## config.mk

```make
export PLATFORM = sky130hd
export DESIGN_NAME = seg_scan_decoder_flat
export DESIGN_NICKNAME = d
export VERILOG_FILES = /design/src/rtl/seg_scan_if.sv /design/src/rtl/seg_scan_decoder.sv /design/src/flat_wrapper.sv
export SDC_FILE = /design/constraint.sdc
export NUM_CORES = 1
export LEC_CHECK = 0
export ABC_AREA = 0
export BUFFER_PORTS_ARGS = -buffer_cell sky130_fd_sc_hd__clkbuf_2
export CAP_MARGIN = 20
export CORE_MARGIN = 4
export CORE_UTILIZATION = 50
export CTS_BUF_LIST = sky130_fd_sc_hd__clkbuf_4 sky130_fd_sc_hd__clkbuf_8
export CTS_CLUSTER_DIAMETER = 30
export CTS_CLUSTER_SIZE = 14
export DETAILED_ROUTE_END_ITERATION = 10
export HOLD_SLACK_MARGIN = 0.03
export PLACE_DENSITY_LB_ADDON = 0.25
export REMOVE_ABC_BUFFERS = 1
export SLEW_MARGIN = 15
export SYNTH_ARGS = -nofsm -noshare
export SYNTH_HDL_FRONTEND = slang
export SYNTH_SLANG_ARGS = --single-unit
```

## constraint.sdc

```tcl
create_clock -name clk -period 4.8 [get_ports clk]
set_clock_uncertainty 0.2 [all_clocks]
set_input_delay 0.72 -clock clk [delete_from_list [all_inputs] [get_ports clk]]
set_output_delay 0.72 -clock clk [all_outputs]
set_load 0.01 [all_outputs]
```

## src/rtl/seg_scan_if.sv

```systemverilog
// seg_scan_if: scanned segment bus in, decoded time frame and status flags out.
interface seg_scan_if;
    logic [7:0] seg_in;
    logic [5:0] sel_in;
    logic [7:0] hours;
    logic [7:0] minutes;
    logic [7:0] seconds;
    logic       frame_valid;
    logic       code_err;
    logic       dp_err;
    logic       range_err;
    logic       sel_err;
    logic       timeout;

    modport master (
        output seg_in, sel_in,
        input  hours, minutes, seconds, frame_valid, code_err, dp_err, range_err, sel_err, timeout
    );

    modport slave (
        input  seg_in, sel_in,
        output hours, minutes, seconds, frame_valid, code_err, dp_err, range_err, sel_err, timeout
    );
endinterface

```

## src/rtl/seg_scan_decoder.sv

```systemverilog
// seg_scan_decoder: decodes a multiplexed 7-segment scan back into BCD hh:mm:ss frames.
// Define SEG_SCAN_RANGE_CHK_EN to build the time range check behind range_err.
module seg_scan_decoder #(
    parameter int STABLE_CYC = 4,
    parameter int TIMEOUT    = 50000
) (
    input logic  clk,
    input logic  rst_n,
    seg_scan_if.slave bus
);
    localparam int SW = $clog2(STABLE_CYC) + 1;
    localparam int TW = $clog2(TIMEOUT) + 1;

    logic [13:0]      prev;
    logic [SW-1:0]    scnt, scnt_nxt;
    logic [TW-1:0]    tcnt, tcnt_inc;
    logic [5:0]       mask;
    logic [5:0][3:0]  shadow;
    logic             code_stk, dp_stk;
    logic             same, one_hot, acc, pub, to_hit, bad_code, bad_dp, clr;
    logic [3:0]       nib;
    logic [2:0]       idx;

    function automatic logic [3:0] dec(input logic [6:0] p);
        case (p)
            7'h40:   dec = 4'd0;
            7'h79:   dec = 4'd1;
            7'h24:   dec = 4'd2;
            7'h30:   dec = 4'd3;
            7'h19:   dec = 4'd4;
            7'h12:   dec = 4'd5;
            7'h02:   dec = 4'd6;
            7'h78:   dec = 4'd7;
            7'h00:   dec = 4'd8;
            7'h10:   dec = 4'd9;
            default: dec = 4'hF;
        endcase
    endfunction

    always_comb begin
        same     = {bus.sel_in, bus.seg_in} == prev;
        one_hot  = (bus.sel_in != 6'd0) && ((bus.sel_in & (bus.sel_in - 6'd1)) == 6'd0);
        scnt_nxt = !same ? SW'(1) : (&scnt ? scnt : scnt + 1'b1);
        // the extra term stops a saturated count from re-accepting the same hold
        acc      = one_hot && scnt_nxt == SW'(STABLE_CYC) && (!same || scnt != SW'(STABLE_CYC));
        pub      = &mask;
        tcnt_inc = &tcnt ? tcnt : tcnt + 1'b1;
        to_hit   = !acc && !pub && (|mask) && tcnt_inc == TW'(TIMEOUT);
        clr      = pub || to_hit;
        nib      = dec(bus.seg_in[6:0]);
        bad_code = nib == 4'hF;
        bad_dp   = bus.seg_in[7] != !(bus.sel_in[2] || bus.sel_in[4]);
        idx      = {bus.sel_in[4] | bus.sel_in[5], bus.sel_in[2] | bus.sel_in[3],
                    bus.sel_in[1] | bus.sel_in[3] | bus.sel_in[5]};
    end

    always_ff @(posedge clk or negedge rst_n) begin
        if (!rst_n) begin
            prev            <= '0;
            scnt            <= '0;
            tcnt            <= '0;
            mask            <= '0;
            shadow          <= '0;
            code_stk        <= 1'b0;
            dp_stk          <= 1'b0;
            bus.hours       <= 8'h00;
            bus.minutes     <= 8'h00;
            bus.seconds     <= 8'h00;
            bus.code_err    <= 1'b0;
            bus.dp_err      <= 1'b0;
            bus.frame_valid <= 1'b0;
            bus.sel_err     <= 1'b0;
            bus.timeout     <= 1'b0;
        end else begin
            prev            <= {bus.sel_in, bus.seg_in};
            scnt            <= scnt_nxt;
            tcnt            <= (acc || pub) ? '0 : tcnt_inc;
            bus.sel_err     <= bus.sel_in != prev[13:8] && (|bus.sel_in) && !one_hot;
            bus.frame_valid <= pub;
            bus.timeout     <= to_hit;
            // an accept on the clearing edge starts the next frame
            mask            <= (clr ? 6'd0 : mask) | (acc ? bus.sel_in : 6'd0);
            code_stk        <= (!clr && code_stk) || (acc && bad_code);
            dp_stk          <= (!clr && dp_stk) || (acc && bad_dp);
            if (acc) shadow[idx] <= nib;
            if (pub) begin
                bus.hours    <= {shadow[5], shadow[4]};
                bus.minutes  <= {shadow[3], shadow[2]};
                bus.seconds  <= {shadow[1], shadow[0]};
                bus.code_err <= code_stk;
                bus.dp_err   <= dp_stk;
            end
        end
    end

`ifdef SEG_SCAN_RANGE_CHK_EN
    logic rng;

    always_comb
        rng = shadow[1] > 4'd5 || shadow[3] > 4'd5 || shadow[0] > 4'd9 || shadow[2] > 4'd9 ||
              shadow[4] > 4'd9 || {shadow[5], shadow[4]} > 8'h23;

    always_ff @(posedge clk or negedge rst_n) begin
        if (!rst_n) bus.range_err <= 1'b0;
        else if (pub) bus.range_err <= rng;
    end
`else
    assign bus.range_err = 1'b0;
`endif
endmodule

```

## src/flat_wrapper.sv

```systemverilog
// flat-port wrapper written by rule: the top's interface ports become plain ports
module seg_scan_decoder_flat 
#(
    parameter int STABLE_CYC = 4,
    parameter int TIMEOUT    = 50000
)
  (clk, rst_n, bus_seg_in, bus_sel_in, bus_hours, bus_minutes, bus_seconds, bus_frame_valid, bus_code_err, bus_dp_err, bus_range_err, bus_sel_err, bus_timeout);
  seg_scan_if bus_i ();
  input logic clk;
  input logic rst_n;
  input wire logic [$bits(bus_i.seg_in)-1:0] bus_seg_in;
  input wire logic [$bits(bus_i.sel_in)-1:0] bus_sel_in;
  output wire logic [$bits(bus_i.hours)-1:0] bus_hours;
  output wire logic [$bits(bus_i.minutes)-1:0] bus_minutes;
  output wire logic [$bits(bus_i.seconds)-1:0] bus_seconds;
  output wire logic [$bits(bus_i.frame_valid)-1:0] bus_frame_valid;
  output wire logic [$bits(bus_i.code_err)-1:0] bus_code_err;
  output wire logic [$bits(bus_i.dp_err)-1:0] bus_dp_err;
  output wire logic [$bits(bus_i.range_err)-1:0] bus_range_err;
  output wire logic [$bits(bus_i.sel_err)-1:0] bus_sel_err;
  output wire logic [$bits(bus_i.timeout)-1:0] bus_timeout;
  assign bus_i.seg_in = bus_seg_in;
  assign bus_i.sel_in = bus_sel_in;
  assign bus_hours = bus_i.hours;
  assign bus_minutes = bus_i.minutes;
  assign bus_seconds = bus_i.seconds;
  assign bus_frame_valid = bus_i.frame_valid;
  assign bus_code_err = bus_i.code_err;
  assign bus_dp_err = bus_i.dp_err;
  assign bus_range_err = bus_i.range_err;
  assign bus_sel_err = bus_i.sel_err;
  assign bus_timeout = bus_i.timeout;
  seg_scan_decoder #(.STABLE_CYC(STABLE_CYC), .TIMEOUT(TIMEOUT)) u_core (.clk(clk), .rst_n(rst_n), .bus(bus_i));
endmodule
```

==> results.sh, run 1 <==
export IMPL_grt_overflow=0
export IMPL_met3_usage_pct=2.50
export IMPL_hp_class="input port to async pin"
export IMPL_drv_cap=0
export IMPL_grt_max_degree=65
export IMPL_p_sw_w=0.000384
export IMPL_multi_input_area_um2=1940
export IMPL_die_y_um=103
export IMPL_vias=3143
export IMPL_die_w_um=103
export IMPL_cts_setup_buffers=0
export IMPL_grt_setup_unrepaired="false"
export IMPL_critPathMaxFanout=11
export IMPL_fin_hold_ws_ns=0.243
export IMPL_slowest_stage="nand3_1"
export IMPL_layout_common_cells="nand2_1, dfrtp_1, clkbuf_2, nor2_1, mux2_1"
export IMPL_antenna_left=0
export IMPL_clk_path_buf_depth=2
export IMPL_grt_pass1_wl_um=15200
export IMPL_grt_pass1_vias=3088
export IMPL_coreArea_um2=8720
export IMPL_drc=0
export IMPL_crit_arrival_ns=3.41
export IMPL_p_int_w=0.00117
export IMPL_num_io_pins=46
export IMPL_cpPeakStageDelay_ns=0.53
export IMPL_use_met1_pct=26.4
export IMPL_finalSetupViolCount=0
export IMPL_initial_core_util_pct=51.3
export IMPL_postCtsHoldBufs=0
export IMPL_top_usage_layer="met2"
export IMPL_min_period_ns=3.41
export IMPL_required_ns=4.80
export IMPL_clk_latency_ns=0.34
export IMPL_grt_usage_pct=18.5
export IMPL_place_hpwl_um=6290
export IMPL_clkTransAtPathRegs_ns=0.09
export IMPL_r2r_slack_ns=1.39
export IMPL_syn_area_um2=4470
export IMPL_drive_gt1_share_pct=17.3
export IMPL_outcome="complete, no violations"
export IMPL_p_per_area_nw_per_um2=314
export IMPL_yosys_warnings=0
export IMPL_final_common_cell="nand2_1"
export IMPL_final_hold_violation_count=0
export IMPL_cts_root_buffer="clkbuf_8"
export IMPL_clkPwrFrac_pct=36.1
export IMPL_gp_congestion=0.882
export IMPL_comb_power_share_pct=8.0
export IMPL_drtPass1Iterations=4
export IMPL_crit_type="flop to flop"
export IMPL_setup_tns_final_ns=0
export IMPL_portBuffers=44
export IMPL_n_fill_cell=744
export IMPL_syn_inst=437
export IMPL_irDropWorstVdd_uv=192
export IMPL_antenna_found_initial=0
export IMPL_yosys_cell_types_count=58
export IMPL_r2r_end="u_core.code_stk"
export IMPL_worst_pin_slew_ns=0.822
export IMPL_netSwitchingFraction_pct=24.7
export IMPL_reg2reg_depth=7
export IMPL_area_growth_pct=10.4
export IMPL_fmax_mhz=293
export IMPL_cts_tree="yes"
export IMPL_path_cells="ha_1, nand2_1, nor4_1, nand3_1, a21o_1, nor4_4, o21ai_0"
export IMPL_end_kind="flop"
export IMPL_viasPerCell=5.40
export IMPL_grt_use_met2_pct=29.4
export IMPL_seqCellArea_um2=2380
export IMPL_cts_resized=0
export IMPL_synth_main_ff_cell="dfrtp_1"
export IMPL_ys_ff_latch=95
export IMPL_min_period_over_period_pct=71.0
export IMPL_rows=34
export IMPL_cts_buffers_inserted=9
export IMPL_final_nets=489
export IMPL_totalWireLength_um=8920
export IMPL_detail_route_wl_per_cell_um=15.3
export IMPL_start_kind="flop"
export IMPL_slew_viol_final=0
export IMPL_finish_utilization_pct=56.6
export IMPL_initialDrtViolationCount=185
export IMPL_pwr_share_seq_pct=55.9
export IMPL_leakagePower_nw=2.48
export IMPL_synth_edf_count=0
export IMPL_r2r_start="u_core.tcnt[0]"
export IMPL_die_area_um2=10500
export IMPL_slew_headroom_pct=44.6
export IMPL_clock_sinks=95
export IMPL_avgSynthCellArea_um2=10.2
export IMPL_critPathLaunch="u_core.tcnt[0]"
export IMPL_async_flop_share_pct=100
export IMPL_seq_area_frac_synth_pct=53.2
export IMPL_htreeDepth=3
export IMPL_antenna_cells=0
## state kept, by name (all words and copies together), names as in the netlist
name	count
u_core.bus.minutes	8
u_core.dp_stk	1
u_core.bus.hours	8
u_core.scnt	3
u_core.bus.frame_valid	1
u_core.prev	14
u_core.bus.code_err	1
u_core.bus.timeout	1
u_core.shadow	24
u_core.code_stk	1
u_core.mask	6
u_core.bus.sel_err	1
u_core.bus.seconds	8
u_core.tcnt	17
u_core.bus.dp_err	1
## per-layer routing
layer / part of all wire, % / wire [um]
met5: 0 / 0
met2: 48 / 4260
met4: 1.1 / 99
met1: 48 / 4320
met3: 2.6 / 233
## Yosys cell counts, types with 2 or more instances
cell | n | area [um2]
nand2_1 | 101 | 379
dfrtp_1 | 95 | 2380
nor2_1 | 28 | 105
mux2_1 | 24 | 270
xor2_1 | 21 | 184
clkbuf_1 | 15 | 56.3
nand3_1 | 14 | 70.1
o21ai_0 | 14 | 70.1
a21oi_1 | 10 | 50.1
xnor2_1 | 9 | 78.8
nand4_1 | 8 | 50.1
nand2_4 | 6 | 67.6
nor3_1 | 6 | 30.0
nor4_1 | 6 | 37.5
a31oi_1 | 5 | 31.3
buf_2 | 5 | 25.0
and3_1 | 4 | 25.0
inv_1 | 4 | 15.0
a211oi_1 | 3 | 22.5
ha_1 | 3 | 37.5
mux2i_1 | 3 | 30.0
nand2b_1 | 3 | 18.8
nor2b_1 | 3 | 18.8
nor3b_1 | 3 | 22.5
or2_2 | 3 | 18.8
or3_1 | 3 | 18.8
a211o_1 | 2 | 17.5
and4_1 | 2 | 17.5
buf_1 | 2 | 7.51
buf_8 | 2 | 30.0
nand3b_1 | 2 | 15.0
or4b_2 | 2 | 20.0
## worst max-delay path by stage
| stage | endpoint |
|---|---|
| after floorplan | u_core.tcnt[5] |
| after global placement | u_core.tcnt[5] |
| final | u_core.code_stk |
| after global routing | u_core.mask[0] |
| after detailed placement | u_core.tcnt[5] |
| after CTS | u_core.code_stk |
## power groups by stage
stage | registers, W | logic (W) | clock network [W]
2_1_floorplan | 0.000873 | 0.0000750 | 0
5_1_grt | 0.000873 | 0.000143 | 0.000610
4_1_cts | 0.000866 | 0.000126 | 0.000573
3_5_place_dp | 0.000883 | 0.000126 | 0
6_report | 0.000867 | 0.000124 | 0.000560
3_3_place_gp | 0.000880 | 0.000122 | 0
## through the flow
stage / setup slack, ns / cells / area [um2] / power, W
global placement: 1.24 / 567 / 4720 / 0.00100
finish: 1.39 / 582 / 4930 / 0.00155
detailed placement: 1.12 / 567 / 4720 / 0.00101
global route: 1.17 / 582 / 4930 / 0.00163
CTS: 1.44 / 582 / 4930 / 0.00157
floorplan: 1.55 / 410 / 4330 / 0.000948
## cells by family after synthesis
logic type                 after synthesis  share of synthesized area [%]
and+or+nand+nor                        200                           22.3
DFF                                     95                           53.2
AOI/OAI and AO/OA                       48                           7.03
buffers and inverters                   31                           3.53
xor gates and xnor gates                30                           5.88
muxes                                   27                           6.72
adders and majority gates                5                           1.32
other                                    1                         0.0839
## worst max-delay path, delay by kind of cell, from the launching register on
family / cells / cell delay, ns
adders and majority gates: 1 / 0.36
and+or+nand+nor: 4 / 1.71
AOI/OAI and AO/OA: 2 / 0.54
DFF: 1 / 0.44
## layout make-up
class	instances	share of cell area, %
tap	108	2.74
inverter	4	0.304
multi-input combinational	311	39.2
timing repair buffer	49	5.28
sequential	95	48.2
clock buffer	9	2.51
clock inverter	6	1.75
No activity file was read; power rests on OpenSTA's default activity.
==> run 2: changes to the inputs <==
clock period = 2.75 ns   (was 4.8 ns; I/O delays follow)
==> run 2 against run 1 <==
Compared with the run above: the run now ends with setup timing left; utilization is 3.8 points higher; cell count is 5.0% higher; first-iteration DRC count is 3.8% lower; total power is 73% higher; sequential power is 74% higher; wire length is 0.75% higher; clock power is 65% higher; critical path depth is 1 higher; fmax is 22% higher; critical path type unchanged; largest power group unchanged.
==> results.sh, run 2 (same netlist as run 1, synthesis figures left out) <==
export IMPL_outcome="finished, violations left"
export IMPL_violations="setup timing"
export IMPL_slew_viol_final=0
export IMPL_slew_headroom_pct=62.9
export IMPL_grt_usage_pct=18.9
export IMPL_detail_route_wl_per_cell_um=14.7
export IMPL_hp_class="input port to flop"
export IMPL_htreeDepth=3
export IMPL_drive_gt1_share_pct=22.7
export IMPL_fin_hold_ws_ns=0.0877
export IMPL_start_kind="flop"
export IMPL_critPathMaxFanout=4
export IMPL_drv_cap=0
export IMPL_dp_slack_ns=-0.161
export IMPL_layout_common_cells="nand2_1, dfrtp_1, clkbuf_2, nor2_1, buf_4"
export IMPL_p_per_area_nw_per_um2=511
export IMPL_irDropWorstVdd_uv=301
export IMPL_finish_utilization_pct=60.3
export IMPL_netSwitchingFraction_pct=28.1
export IMPL_antenna_left=0
export IMPL_setup_slack_ns=-0.0350
export IMPL_reg_top3="u_core.shadow (24), u_core.tcnt (17), u_core.prev (14)"
export IMPL_crit_type="flop to flop"
export IMPL_clk_path_buf_depth=2
export IMPL_antenna_found_initial=0
export IMPL_die_area_um2=10500
export IMPL_rows=34
export IMPL_min_period_over_period_pct=101
export IMPL_p_sw_w=0.000755
export IMPL_p_int_w=0.00193
export IMPL_die_w_um=103
export IMPL_required_ns=2.81
export IMPL_vias=3285
export IMPL_gp_congestion=0.871
export IMPL_clkTransAtPathRegs_ns=0.09
export IMPL_clk_latency_ns=0.37
export IMPL_pwr_share_seq_pct=56.3
export IMPL_top_register="u_core.shadow"
export IMPL_grt_max_degree=54
export IMPL_cts_tree="yes"
export IMPL_clock_sinks=95
export IMPL_place_hpwl_um=6060
export IMPL_antenna_cells=0
export IMPL_min_period_ns=2.79
export IMPL_grt_pass1_vias=3253
export IMPL_drtPass1Iterations=4
export IMPL_totalWireLength_um=8980
export IMPL_initialDrtViolationCount=178
export IMPL_final_hold_violation_count=0
export IMPL_largest_register_ffs=24
export IMPL_worst_pin_slew_ns=0.556
export IMPL_leakagePower_nw=2.66
export IMPL_die_y_um=103
export IMPL_portBuffers=44
export IMPL_grt_overflow=0
export IMPL_final_nets=517
export IMPL_setup_tns_final_ns=-0.146
export IMPL_post_route_cell_area_um2=5260
export IMPL_cts_buffers_inserted=9
export IMPL_area_growth_pct=17.7
export IMPL_coreArea_um2=8720
export IMPL_fmax_mhz=359
export IMPL_viasPerCell=5.38
export IMPL_initial_core_util_pct=51.3
export IMPL_grt_pass1_wl_um=15700
export IMPL_drc=0
export IMPL_dpl_cell_area_um2=4910
export IMPL_crit_arrival_ns=2.84
export IMPL_final_common_cell="nand2_1"
export IMPL_num_io_pins=46
export IMPL_clkPwrFrac_pct=34.4
export IMPL_grt_setup_unrepaired="true"
export IMPL_comb_power_share_pct=9.2
export IMPL_cts_root_buffer="clkbuf_8"
export IMPL_end_kind="flop"
export IMPL_finalSetupViolCount=8
[run 2: cell types whose count changed in the layout (fill, tap and decap cells not counted), sizes merged]
cell / change
dlygate4sd3: +4
dlymetal6s4s: +2
bufinv: -2
buf: +23
inv: +4
clkinvlp: -1
clkinv: -1
[run 2: power by group through the flow]
stage / sequential [W] / clock (W) / combinational, W
2_1_floorplan: 0.00152 / 0 / 0.000131
3_3_place_gp: 0.00154 / 0 / 0.000234
3_5_place_dp: 0.00154 / 0 / 0.000238
4_1_cts: 0.00151 / 0.000950 / 0.000248
5_1_grt: 0.00152 / 0.00102 / 0.000280
6_report: 0.00151 / 0.000926 / 0.000248
[run 2: final cells by class]
class	count	area, um2
well taps	108	135
multi-input cells	311	1980
fillers	721	3460
clock inverters	6	60.1
flip-flops and latches	95	2380
clock buffers	10	138
repair buffers	77	554
inverters	4	15.0
[run 2: repair_timing]
action | CTS | global route
cloned | 1 | 1
endpoints found under the hold margin | 47 | 0
setup buffers | 1 | 1
endpoints found under the setup margin | 9 | 34
pin swaps | 2 | 11
gates resized for setup | 3 | 22
hold buffers | 6 | 0
[run 2: critical path, cell delays in order, from the launching register on]
cell and delay (ns):
dfrtp_1 0.39, ha_1 0.31, or4b_4 0.49, a211o_1 0.32, a221oi_2 0.22, o2111ai_2 0.17
nor4_4 0.32, buf_4 0.19, o21ai_2 0.06
[run 2: per-layer routing]
metal / track usage (%) / wire, um
met5: 0 / 0
met4: 7.06 / 166
met3: 4.53 / 283
met1: 25.9 / 4220
met2: 29.5 / 4310
[run 2: per-stage QoR]
stage / std cells / power (W)
after floorplan: 410 / 0.00166
after global placement: 587 / 0.00177
after detailed placement: 587 / 0.00178
after CTS: 611 / 0.00271
after global routing: 611 / 0.00282
final: 611 / 0.00269
[run 2: worst paths after layout]
kind,start,to,slack [ns],cells past startpoint
worst max-delay path,u_core.tcnt[1],u_core.dp_stk,-0.04,8
worst min-delay path,bus_seg_in[3],u_core.prev[3],0.09,1
worst max register to register,u_core.tcnt[1],u_core.dp_stk,-0.04,8
worst min register to register,u_core.code_stk,u_core.bus.code_err,0.27,2
max in group asynchronous,rst_n,u_core.tcnt[13],1.31,3
min in group asynchronous,rst_n,u_core.prev[2],0.37,2
